$ cat config.mk
export PLATFORM = sky130hd
export DESIGN_NAME = router_fifo_pkt_flat
export DESIGN_NICKNAME = d
export VERILOG_FILES = /design/src/rtl/router_pkg.sv /design/src/rtl/router_fifo_pkt_if.sv /design/src/rtl/router_fifo_mem.sv /design/src/rtl/router_fifo_pkt.sv /design/src/flat_wrapper.sv
export SDC_FILE = /design/constraint.sdc
export NUM_CORES = 1
export LEC_CHECK = 0
export BUFFER_PORTS_ARGS = -buffer_cell sky130_fd_sc_hd__buf_2
export CORE_UTILIZATION = 35
export DETAILED_ROUTE_END_ITERATION = 10
export GPL_TIMING_DRIVEN = 0
export PLACE_DENSITY = 0.62
export SETUP_SLACK_MARGIN = 0.2
export SYNTH_ARGS = -nofsm -noshare
export SYNTH_HDL_FRONTEND = slang
export SYNTH_SLANG_ARGS = --single-unit
$ cat constraint.sdc
create_clock -name clk -period 2.8 [get_ports clk]
set_input_delay 0.56 -clock clk [delete_from_list [all_inputs] [get_ports clk]]
set_output_delay 0.56 -clock clk [all_outputs]
set_load 0.02 [all_outputs]
$ cat src/rtl/router_pkg.sv
// Shared constants and types for the router output FIFO slice.
// Header byte layout: [DW-1:2] payload length, [1:0] destination address.
package router_pkg;

    localparam int ROUTER_DW   = 8;
    localparam int HDR_ADDR_W  = 2;
    localparam int HDR_LEN_LSB = HDR_ADDR_W;
    localparam int HDR_LEN_MSB = ROUTER_DW - 1;

    // Per-cycle transfer classification, encoded as {read accepted, write accepted}
    typedef enum logic [1:0] {
        XFER_NONE = 2'b00,
        XFER_WR   = 2'b01,
        XFER_RD   = 2'b10,
        XFER_BOTH = 2'b11
    } xfer_e;

    function automatic xfer_e classify_xfer(input logic rd_ok, input logic wr_ok);
        return xfer_e'({rd_ok, wr_ok});
    endfunction

endpackage

$ cat src/rtl/router_fifo_pkt_if.sv
// Handshake bundle between the router writer/reader and the per-destination FIFO.
// master drives requests and write data; slave is the FIFO itself.
interface router_fifo_pkt_if #(
    parameter int DW    = 8,
    parameter int DEPTH = 16
);
    localparam int AW = $clog2(DEPTH);

    logic          soft_reset;
    logic          we_enb;
    logic          lfd_state;
    logic [DW-1:0] d_in;
    logic          re_enb;
    logic [DW-1:0] data_out;
    logic          data_valid;
    logic          full;
    logic          empty;
    logic          almost_full;
    logic [AW:0]   level;
    logic [DW-2:0] pkt_count;
    logic          pkt_last;
    logic          ovf_err;
    logic          udf_err;

    modport master (
        output soft_reset, we_enb, lfd_state, d_in, re_enb,
        input  data_out, data_valid, full, empty, almost_full,
               level, pkt_count, pkt_last, ovf_err, udf_err
    );

    modport slave (
        input  soft_reset, we_enb, lfd_state, d_in, re_enb,
        output data_out, data_valid, full, empty, almost_full,
               level, pkt_count, pkt_last, ovf_err, udf_err
    );

endinterface

$ cat src/rtl/router_fifo_mem.sv
// Dual-port storage for the router FIFO: synchronous write, registered read data,
// plus a combinational view of the head entry's tag and length field for packet tracking.
module router_fifo_mem
    import router_pkg::*;
#(
    parameter int DW    = ROUTER_DW,
    parameter int DEPTH = 16,
    parameter int AW    = $clog2(DEPTH)
) (
    input  logic                      clk,
    input  logic                      rst,
    input  logic                      clr,
    input  logic                      we,
    input  logic [AW-1:0]             waddr,
    input  logic [DW:0]               wdata,
    input  logic                      re,
    input  logic [AW-1:0]             raddr,
    output logic [DW-1:0]             rdata,
    output logic                      head_tag,
    output logic [DW-1-HDR_LEN_LSB:0] head_len
);

    logic [DW:0] mem [DEPTH];

    // Storage is never cleared; only the read register follows reset/flush
    always_ff @(posedge clk) begin
        if (we) begin
            mem[waddr] <= wdata;
        end
    end

    always_ff @(posedge clk or negedge rst) begin
        if (!rst) begin
            rdata <= '0;
        end else if (clr) begin
            rdata <= '0;
        end else if (re) begin
            rdata <= mem[raddr][DW-1:0];
        end
    end

    assign head_tag = mem[raddr][DW];
    assign head_len = mem[raddr][DW-1:HDR_LEN_LSB];

endmodule

$ cat src/rtl/router_fifo_pkt.sv
// Per-destination router output FIFO with header tagging and packet byte tracking.
// Define ROUTER_FIFO_ERR_EN to build the sticky overflow/underflow flags.
module router_fifo_pkt
    import router_pkg::*;
#(
    parameter int DW        = ROUTER_DW,
    parameter int DEPTH     = 16,
    parameter int AF_THRESH = DEPTH - 2
) (
    input  logic               clk,
    input  logic               rst,
    router_fifo_pkt_if.slave   bus
);

    localparam int AW = $clog2(DEPTH);
    localparam logic [AW:0]   AF_LEVEL = (AW+1)'(AF_THRESH);
    localparam logic [DW-2:0] CNT_ONE  = (DW-1)'(1);

    logic [AW:0]               wptr;
    logic [AW:0]               rptr;
    logic [AW:0]               level_q;
    logic                      full_i;
    logic                      empty_i;
    logic                      wr_ok;
    logic                      rd_ok;
    xfer_e                     xfer;
    logic                      head_tag;
    logic [DW-1-HDR_LEN_LSB:0] head_len;
    logic [DW-2:0]             hdr_count;
    logic [DW-2:0]             pkt_count_q;
    logic                      pkt_last_q;
    logic                      data_valid_q;
    logic [DW-1:0]             rdata;

    // Extra pointer MSB distinguishes full from empty when the addresses match
    assign empty_i = (wptr == rptr);
    assign full_i  = (wptr[AW] != rptr[AW]) && (wptr[AW-1:0] == rptr[AW-1:0]);

    assign wr_ok = bus.we_enb && !full_i && !bus.soft_reset;
    assign rd_ok = bus.re_enb && !empty_i && !bus.soft_reset;
    assign xfer  = classify_xfer(rd_ok, wr_ok);

    router_fifo_mem #(
        .DW    (DW),
        .DEPTH (DEPTH),
        .AW    (AW)
    ) u_mem (
        .clk      (clk),
        .rst      (rst),
        .clr      (bus.soft_reset),
        .we       (wr_ok),
        .waddr    (wptr[AW-1:0]),
        .wdata    ({bus.lfd_state, bus.d_in}),
        .re       (rd_ok),
        .raddr    (rptr[AW-1:0]),
        .rdata    (rdata),
        .head_tag (head_tag),
        .head_len (head_len)
    );

    always_ff @(posedge clk or negedge rst) begin
        if (!rst) begin
            wptr    <= '0;
            rptr    <= '0;
            level_q <= '0;
        end else if (bus.soft_reset) begin
            wptr    <= '0;
            rptr    <= '0;
            level_q <= '0;
        end else begin
            if (wr_ok) begin
                wptr <= wptr + 1'b1;
            end
            if (rd_ok) begin
                rptr <= rptr + 1'b1;
            end
            unique case (xfer)
                XFER_WR:  level_q <= level_q + 1'b1;
                XFER_RD:  level_q <= level_q - 1'b1;
                default:  level_q <= level_q;
            endcase
        end
    end

    // Header count covers the payload bytes plus the trailing parity byte
    assign hdr_count = {1'b0, head_len} + CNT_ONE;

    always_ff @(posedge clk or negedge rst) begin
        if (!rst) begin
            pkt_count_q  <= '0;
            pkt_last_q   <= 1'b0;
            data_valid_q <= 1'b0;
        end else if (bus.soft_reset) begin
            pkt_count_q  <= '0;
            pkt_last_q   <= 1'b0;
            data_valid_q <= 1'b0;
        end else begin
            data_valid_q <= rd_ok;
            pkt_last_q   <= 1'b0;
            if (rd_ok) begin
                if (head_tag) begin
                    pkt_count_q <= hdr_count;
                end else if (pkt_count_q != '0) begin
                    pkt_count_q <= pkt_count_q - 1'b1;
                    pkt_last_q  <= (pkt_count_q == CNT_ONE);
                end
            end
        end
    end

`ifdef ROUTER_FIFO_ERR_EN
    logic ovf_q;
    logic udf_q;

    // Flags record the attempt, not just accepted traffic, and hold until a flush
    always_ff @(posedge clk or negedge rst) begin
        if (!rst) begin
            ovf_q <= 1'b0;
            udf_q <= 1'b0;
        end else if (bus.soft_reset) begin
            ovf_q <= 1'b0;
            udf_q <= 1'b0;
        end else begin
            if (bus.we_enb && full_i) begin
                ovf_q <= 1'b1;
            end
            if (bus.re_enb && empty_i) begin
                udf_q <= 1'b1;
            end
        end
    end

    assign bus.ovf_err = ovf_q;
    assign bus.udf_err = udf_q;
`else
    assign bus.ovf_err = 1'b0;
    assign bus.udf_err = 1'b0;
`endif

    assign bus.data_out    = rdata;
    assign bus.data_valid  = data_valid_q;
    assign bus.full        = full_i;
    assign bus.empty       = empty_i;
    assign bus.almost_full = (level_q >= AF_LEVEL);
    assign bus.level       = level_q;
    assign bus.pkt_count   = pkt_count_q;
    assign bus.pkt_last    = pkt_last_q;

endmodule
$ cat src/flat_wrapper.sv
// flat-port wrapper written by rule: the top's interface ports become plain ports
module router_fifo_pkt_flat import router_pkg::*;
#(
    parameter int DW        = ROUTER_DW,
    parameter int DEPTH     = 16,
    parameter int AF_THRESH = DEPTH - 2
)
  (clk, rst, bus_soft_reset, bus_we_enb, bus_lfd_state, bus_d_in, bus_re_enb, bus_data_out, bus_data_valid, bus_full, bus_empty, bus_almost_full, bus_level, bus_pkt_count, bus_pkt_last, bus_ovf_err, bus_udf_err);
  router_fifo_pkt_if #(.DW(DW), .DEPTH(DEPTH)) bus_i ();
  input  logic clk;
  input  logic rst;
  input wire logic [$bits(bus_i.soft_reset)-1:0] bus_soft_reset;
  input wire logic [$bits(bus_i.we_enb)-1:0] bus_we_enb;
  input wire logic [$bits(bus_i.lfd_state)-1:0] bus_lfd_state;
  input wire logic [$bits(bus_i.d_in)-1:0] bus_d_in;
  input wire logic [$bits(bus_i.re_enb)-1:0] bus_re_enb;
  output wire logic [$bits(bus_i.data_out)-1:0] bus_data_out;
  output wire logic [$bits(bus_i.data_valid)-1:0] bus_data_valid;
  output wire logic [$bits(bus_i.full)-1:0] bus_full;
  output wire logic [$bits(bus_i.empty)-1:0] bus_empty;
  output wire logic [$bits(bus_i.almost_full)-1:0] bus_almost_full;
  output wire logic [$bits(bus_i.level)-1:0] bus_level;
  output wire logic [$bits(bus_i.pkt_count)-1:0] bus_pkt_count;
  output wire logic [$bits(bus_i.pkt_last)-1:0] bus_pkt_last;
  output wire logic [$bits(bus_i.ovf_err)-1:0] bus_ovf_err;
  output wire logic [$bits(bus_i.udf_err)-1:0] bus_udf_err;
  assign bus_i.soft_reset = bus_soft_reset;
  assign bus_i.we_enb = bus_we_enb;
  assign bus_i.lfd_state = bus_lfd_state;
  assign bus_i.d_in = bus_d_in;
  assign bus_i.re_enb = bus_re_enb;
  assign bus_data_out = bus_i.data_out;
  assign bus_data_valid = bus_i.data_valid;
  assign bus_full = bus_i.full;
  assign bus_empty = bus_i.empty;
  assign bus_almost_full = bus_i.almost_full;
  assign bus_level = bus_i.level;
  assign bus_pkt_count = bus_i.pkt_count;
  assign bus_pkt_last = bus_i.pkt_last;
  assign bus_ovf_err = bus_i.ovf_err;
  assign bus_udf_err = bus_i.udf_err;
  router_fifo_pkt #(.DW(DW), .DEPTH(DEPTH), .AF_THRESH(AF_THRESH)) u_core (.clk(clk), .rst(rst), .bus(bus_i));
endmodule
Word-level counts from Yosys, hierarchy flattened:

Memory sizes are Yosys's and may differ from the RTL's.
Cells that the tools add are included.

* reduce and logical (&&, ||, !) cells: 14
* eq/ne operators: 6
* add/sub/neg operators: 6
* $lt $le $gt $ge: 1
* mux-type cells: 19

Operators by type and width (number)
* two-way mux 7 bit: 4
* two-way mux 5 bit: 5
* two-way mux 8 bit: 2
* adder 5 x 1 -> 5 bit, second input constant: 3
* one-hot mux 5 bit (2 select lines): 1
* adder 6 x 1 -> 7 bit, second input constant: 1
* equality test 7 x 1 -> 1 bit, second input constant: 1
* two-way mux 1 bit: 7
* nonzero test 7 bit: 1
* subtractor 7 x 1 -> 7 bit, second input constant: 1
* nonzero test 3 bit: 2
* equality test 5 bit: 1
* >= comparator 5 x 4 -> 1 bit, second input constant: 1
* logical AND 1 bit: 5
* subtractor 5 x 1 -> 5 bit, second input constant: 1
* equality test 4 bit: 1
* nonzero test 2 bit: 2
* logical NOT 1 bit: 3
* equality test 2 x 1 -> 1 bit, second input constant: 1
* equality test 2 bit, second input constant: 1
* AND reduction 2 bit: 1
* != test 1 bit: 1

* bits in registers: 32
* output and inout port bits: 27
* word-level logic and storage cells: 54
* memory bits (writable): 144
* memories: 1
* input bits: 14

Memory list
* u_core.u_mem.mem: depth 16, bits a word 9, read ports 1, clocked after Yosys merged registers in 0, write ports 1, line router_fifo_mem.sv:23 `logic [DW:0] mem [DEPTH];`

Longest topological paths before layout:

* depth after elaboration: 8
* mapped depth: 14
* gate-level depth less buffers: 13

Cells and area by module:

From an unflattened synthesis, not the netlist that was laid out.

* cells, all modules: 457
* area, all modules: 7489.7 um^2

Modules (own cells, without submodules)
* router_fifo_mem: instances 1, area an instance 5871.9 um^2, cells an instance 272
* router_fifo_pkt: instances 1, area an instance 1617.8 um^2, cells an instance 185

Worst setup path before layout:

OpenSTA, ideal clock, no wires.

* path type: reg-to-reg
* from: register u_core.rptr[0]
* to: register u_core.level_q[4], in the netlist u_core.bus.level[4]
* setup slack: 0.213 ns
* cell stages (with the launch flop): 15
* data arrival time: 2.499 ns
* data required time: 2.712 ns
* library setup time: 0.088 ns
* cell sequence: dfrtp_1 -> buf_6 -> xnor2_1 -> nand4_2 -> o21ai_2 -> inv_1 -> nand2_1 -> inv_1 -> ha_1 -> nor2b_1 -> o21ai_0 -> nand2b_1 -> and3_1 -> o21ai_0 -> nor3b_1

* longest elaborated chain between the ends: 8
* elaborated cells on any way between the ends: 14
* those cells by class: eq/ne: 4; mux: 2; reduce/logical: 8

RTL lines
* from (decl): line router_fifo_pkt.sv:20 `logic [AW:0] rptr;`
* from (signal assigned): line router_fifo_pkt.sv:75 `rptr <= rptr + 1'b1;`
* equality test 4 bit: line router_fifo_pkt.sv:37 `assign full_i = (wptr[AW] != rptr[AW]) && (wptr[AW-1:0] == rptr[AW-1:0]);`
* logical AND 1 bit: line router_fifo_pkt.sv:37
* logical NOT 1 bit: line router_fifo_pkt.sv:39 `assign wr_ok = bus.we_enb && !full_i && !bus.soft_reset;`
* logical AND 1 bit (2 in series): line router_fifo_pkt.sv:39
* equality test 2 bit / equality test 2 x 1 -> 1 bit (equally long branches): line router_fifo_pkt.sv:77 `unique case (xfer)`
* one-hot mux 5 bit (2 select lines): line router_fifo_pkt.sv:77
* two-way mux 5 bit: line router_fifo_pkt.sv:66 `end else if (bus.soft_reset) begin`
* to (signal assigned): line router_fifo_pkt.sv:78 `XFER_WR: level_q <= level_q + 1'b1;`
* to (signal assigned): line router_fifo_pkt.sv:79 `XFER_RD: level_q <= level_q - 1'b1;`
* to (signal assigned): line router_fifo_pkt.sv:80 `default: level_q <= level_q;`
* to (decl): line router_fifo_pkt.sv:21 `logic [AW:0] level_q;`

Several ways; a longest one is shown, not always the timed one.
A chain may end at the register's enable or synchronous reset.

Final worst setup path:

* from: register u_core.rptr[0]
* to: register u_core.pkt_count_q[4], in the netlist u_core.bus.pkt_count[4]

* longest elaborated chain between the ends: 6
* elaborated cells on any way between the ends: 12
* those cells by class: add/sub: 1; eq/ne: 1; mux: 3; reduce/logical: 6; memory: 1

RTL lines
* branches (longest 6 deep; another with memory read (16 x 9 bit))
* to (signal assigned): line router_fifo_pkt.sv:102 `pkt_count_q <= hdr_count;`
* to (signal assigned): line router_fifo_pkt.sv:104 `pkt_count_q <= pkt_count_q - 1'b1;`
* to (decl): line router_fifo_pkt.sv:30 `logic [DW-2:0] pkt_count_q;`

Parallel ways; which one is timed is not known. The select of a mux whose other input is x is not followed.

==> run_results.csv <==
group,metric,value,unit
layout,flow.area_growth_from_synthesis,21.9,%
sta,worst_case_clock_skew,0.0106,ns
drt,total_drc_errors_in_the_routed_layout,0,
drt,routed_wire_length_per_instance,20.7,um
pwr,leakage,0.00340,uW
sta,timing.final.max_slew_violations,0,
logic_synthesis,post_synth_inst_count,482,
run_status,run_status,"finished, final reports clean",
layout,final_core_util,0.434,
logic_synthesis,synth_sequential_area_ratio,0.661,
floorplanning,rows,54,
clocking,clock_transition_time_at_the_flip_flop_clock_pins_of_the_worst_setup_and_hold_paths,0.07,ns
clocking,cts_inserted_buffers,17,
place,detailed_place_hpwl,11500,um
pwr,irDropWorstVdd,0.429,mV
clocking,cts-hold-fix-buffers,0,
logic_synthesis,synth.cell_area,0.00775,mm2
clocking,cts-root-buf,"clkbuf_16",
grt,largest_net_degree_at_the_start_of_global_routing,33,
sta,maximum_frequency_from_static_timing_analysis,374,MHz
floorplanning,design.portCount,41,
clocking,cts_max_path_buffers,2,
clocking,number_of_h_tree_levels,4,
worst_setup_path,setup.worst_path.end_class,"register",
grt,grt_antenna_before_repair,0,
grt,global_route.overflow_total,0,
drt,final_antenna_net_count,0,
layout,layout.cells.most_common_list,"edfxtp_1, buf_2, nand2_1",
hold_path,hold_path_class,"in -> async",
place,placement.io_buffers,38,
logic_synthesis,synth_cell_type_count,63,
sta,final.hold.worst_slack,0.172,ns
worst_setup_path,critical_path_data_arrival_time,2.99,ns
drt,num_vias,4466,
sta,tightest_slew,0.855,ns
clocking,clock_insertion_delay_worst_skew,0.43,ns
sta,min_period_over_period,0.955,
floorplanning,core_region_area,0.0218,mm2
pwr,tot_pwr,7170,uW
layout,drive_gt1_frac,0.344,
logic_synthesis,async_flop_share,0.182,
layout,fillCellCount,1949,
layout,insertedDiodeCount,0,
sta,setup-violations-final,0,
logic_synthesis,synth.avg_cell_area,16.1,um2
logic_synthesis,synth.yosys.warnings,0,
place,gpl.final_weighted_congestion,0.853,
worst_setup_path,worst_setup_path_start_kind,"register",
clocking,cts_tree,"built",
logic_synthesis,synthFlopType,"edfxtp_1",
floorplanning,die_w,151,um
drt,routed_via_density,5.22,
grt,grtUsageTotal,0.163,
drt,dr.pass1.iters,4,
logic_synthesis,ys_seq_elements,176,
pwr,power_per_cell_area,759,mW/mm2
sta,maxSlewHeadroom,0.425,
layout,nets,590,
worst_setup_path,cp_max_fo,5,
sta,rsz0062_at_grt,"true",
drt,drt_wl_total,17700,um
logic_synthesis,number_of_synthesized_flops_with_an_enable_pin,144,
clocking,tritoncts_num_sinks,176,
grt,grt_pass1_wl,26300,um
sta,period_minus_slack,2.68,ns
floorplanning,floorplan.die_area,0.0227,mm2
layout,mostFrequentLayoutCell,"edfxtp_1",
floorplanning,initial_core_utilization,0.356,
grt,grt_pass1_vias,4410,
sta,report.final.hold_viol_count,0,
worst_setup_path,crit_required,3.11,ns
worst_setup_path,worst-setup-path-type,"reg -> reg",
run,cap_viol_max_count,0,
floorplanning,floorplan.die.height,151,um
drt,drt-initial-drc-count,271,
## timing repair
action | in CTS | in global routing
gates resized for setup | 26 | 39
setup endpoints to repair | 11 | 26
cloned | 0 | 1
buffers inserted | 6 | 11
pin swaps | 2 | 7
## path summary, 6_finish.rpt
check	from	end	slack, ns	cells after the start
worst min register to register	u_core.u_mem.rdata[6]$_DFFE_PN0P_	u_core.u_mem.rdata[6]$_DFFE_PN0P_	0.53	2
min in group clk	bus_d_in[2]	u_core.u_mem.mem[6][2]$_DFFE_PP_	0.51	1
max in group asynchronous	rst	u_core.rptr[0]$_DFFE_PN0P_	2.10	1
worst min-delay path	rst	u_core.bus.level[4]$_DFFE_PN0P_	0.17	1
worst max register to register	u_core.rptr[0]$_DFFE_PN0P_	u_core.bus.pkt_count[4]$_DFFE_PN0P_	0.12	11
worst max-delay path	u_core.rptr[0]$_DFFE_PN0P_	u_core.bus.pkt_count[4]$_DFFE_PN0P_	0.12	11
## Yosys cell counts (9+ instances only)
master | instances | area, um2
nor3_1 | 9 | 45.0
mux4_1 | 13 | 342
nor2_1 | 33 | 124
and3_1 | 13 | 81.3
nand2_1 | 37 | 139
ha_1 | 12 | 150
mux4_2 | 21 | 473
nand3_1 | 9 | 45.0
xnor2_1 | 12 | 105
a21oi_1 | 13 | 65.1
inv_1 | 11 | 41.3
dfrtp_1 | 32 | 801
edfxtp_1 | 144 | 4320
## routing by layer
layer,part of all wire,global-route usage,up-vias
li1,-,-,2031
met1,0.43,0.205,2296
met2,0.49,0.270,115
met3,0.057,0.0367,24
met4,0.021,0.0680,0
met5,0,0,-
## where the power goes
part	total, uW	switching, uW	internal, uW
combinational	1530	823	711
clock	2620	1020	1600
sequential	3020	102	2920
total	7170	1950	5230
## through the flow
| step | setup WS, ns | instances | TNS (ns) | instance area, um2 |
|---|---|---|---|---|
| detailed placement | -0.361 | 806 | -0.553 | 8360 |
| floorplan | 0.213 | 483 | 0 | 7750 |
| global route | 0.0869 | 856 | 0 | 9450 |
| global placement | -1.02 | 801 | -26.78 | 8290 |
| CTS | 0.148 | 844 | 0 | 9200 |
| finish | 0.125 | 856 | 0 | 9450 |
## sequential cells by signal, indices dropped and copies added, names as in the netlist
name	cells
u_core.bus.pkt_last	1
u_core.u_mem.mem	144
u_core.bus.pkt_count	7
u_core.u_mem.rdata	8
u_core.bus.level	5
u_core.rptr	5
u_core.wptr	5
u_core.bus.data_valid	1
## logic make-up (layout without fill, tap and decap cells)
group	Yosys count	in the layout	synth area share
buffers and inverters	36	129	0.0286
xor gates and xnor gates	20	20	0.0236
other	1	2	0.000484
DFF	176	176	0.661
muxes	48	48	0.124
adders and majority gates	13	13	0.0220
and+or+nand+nor	136	136	0.0902
AOI/OAI and AO/OA	52	52	0.0496
## worst max-delay path: stages, from the launching register on
cell and delay (ns):
dfrtp_2 0.52, clkbuf_16 0.21, mux4_2 0.55, a21oi_2 0.23, a32oi_4 0.10, ha_2 0.23, inv_2 0.10, a2111oi_4 0.04
a31oi_1 0.16, buf_4 0.15, xor2_1 0.17, o211ai_2 0.08
## layout make-up
class | count | area [um2] | area share
well taps | 280 | 350 | 0.0371
multi-input cells | 271 | 2660 | 0.281
inverters | 12 | 45.0 | 0.00477
flip-flops and latches | 176 | 5130 | 0.543
plain buffers | 24 | 208 | 0.0220
clock buffers | 17 | 425 | 0.0450
repair buffers | 61 | 405 | 0.0429
clock inverters | 15 | 231 | 0.0245
Note: power is estimated with default switching activity, not from simulation.
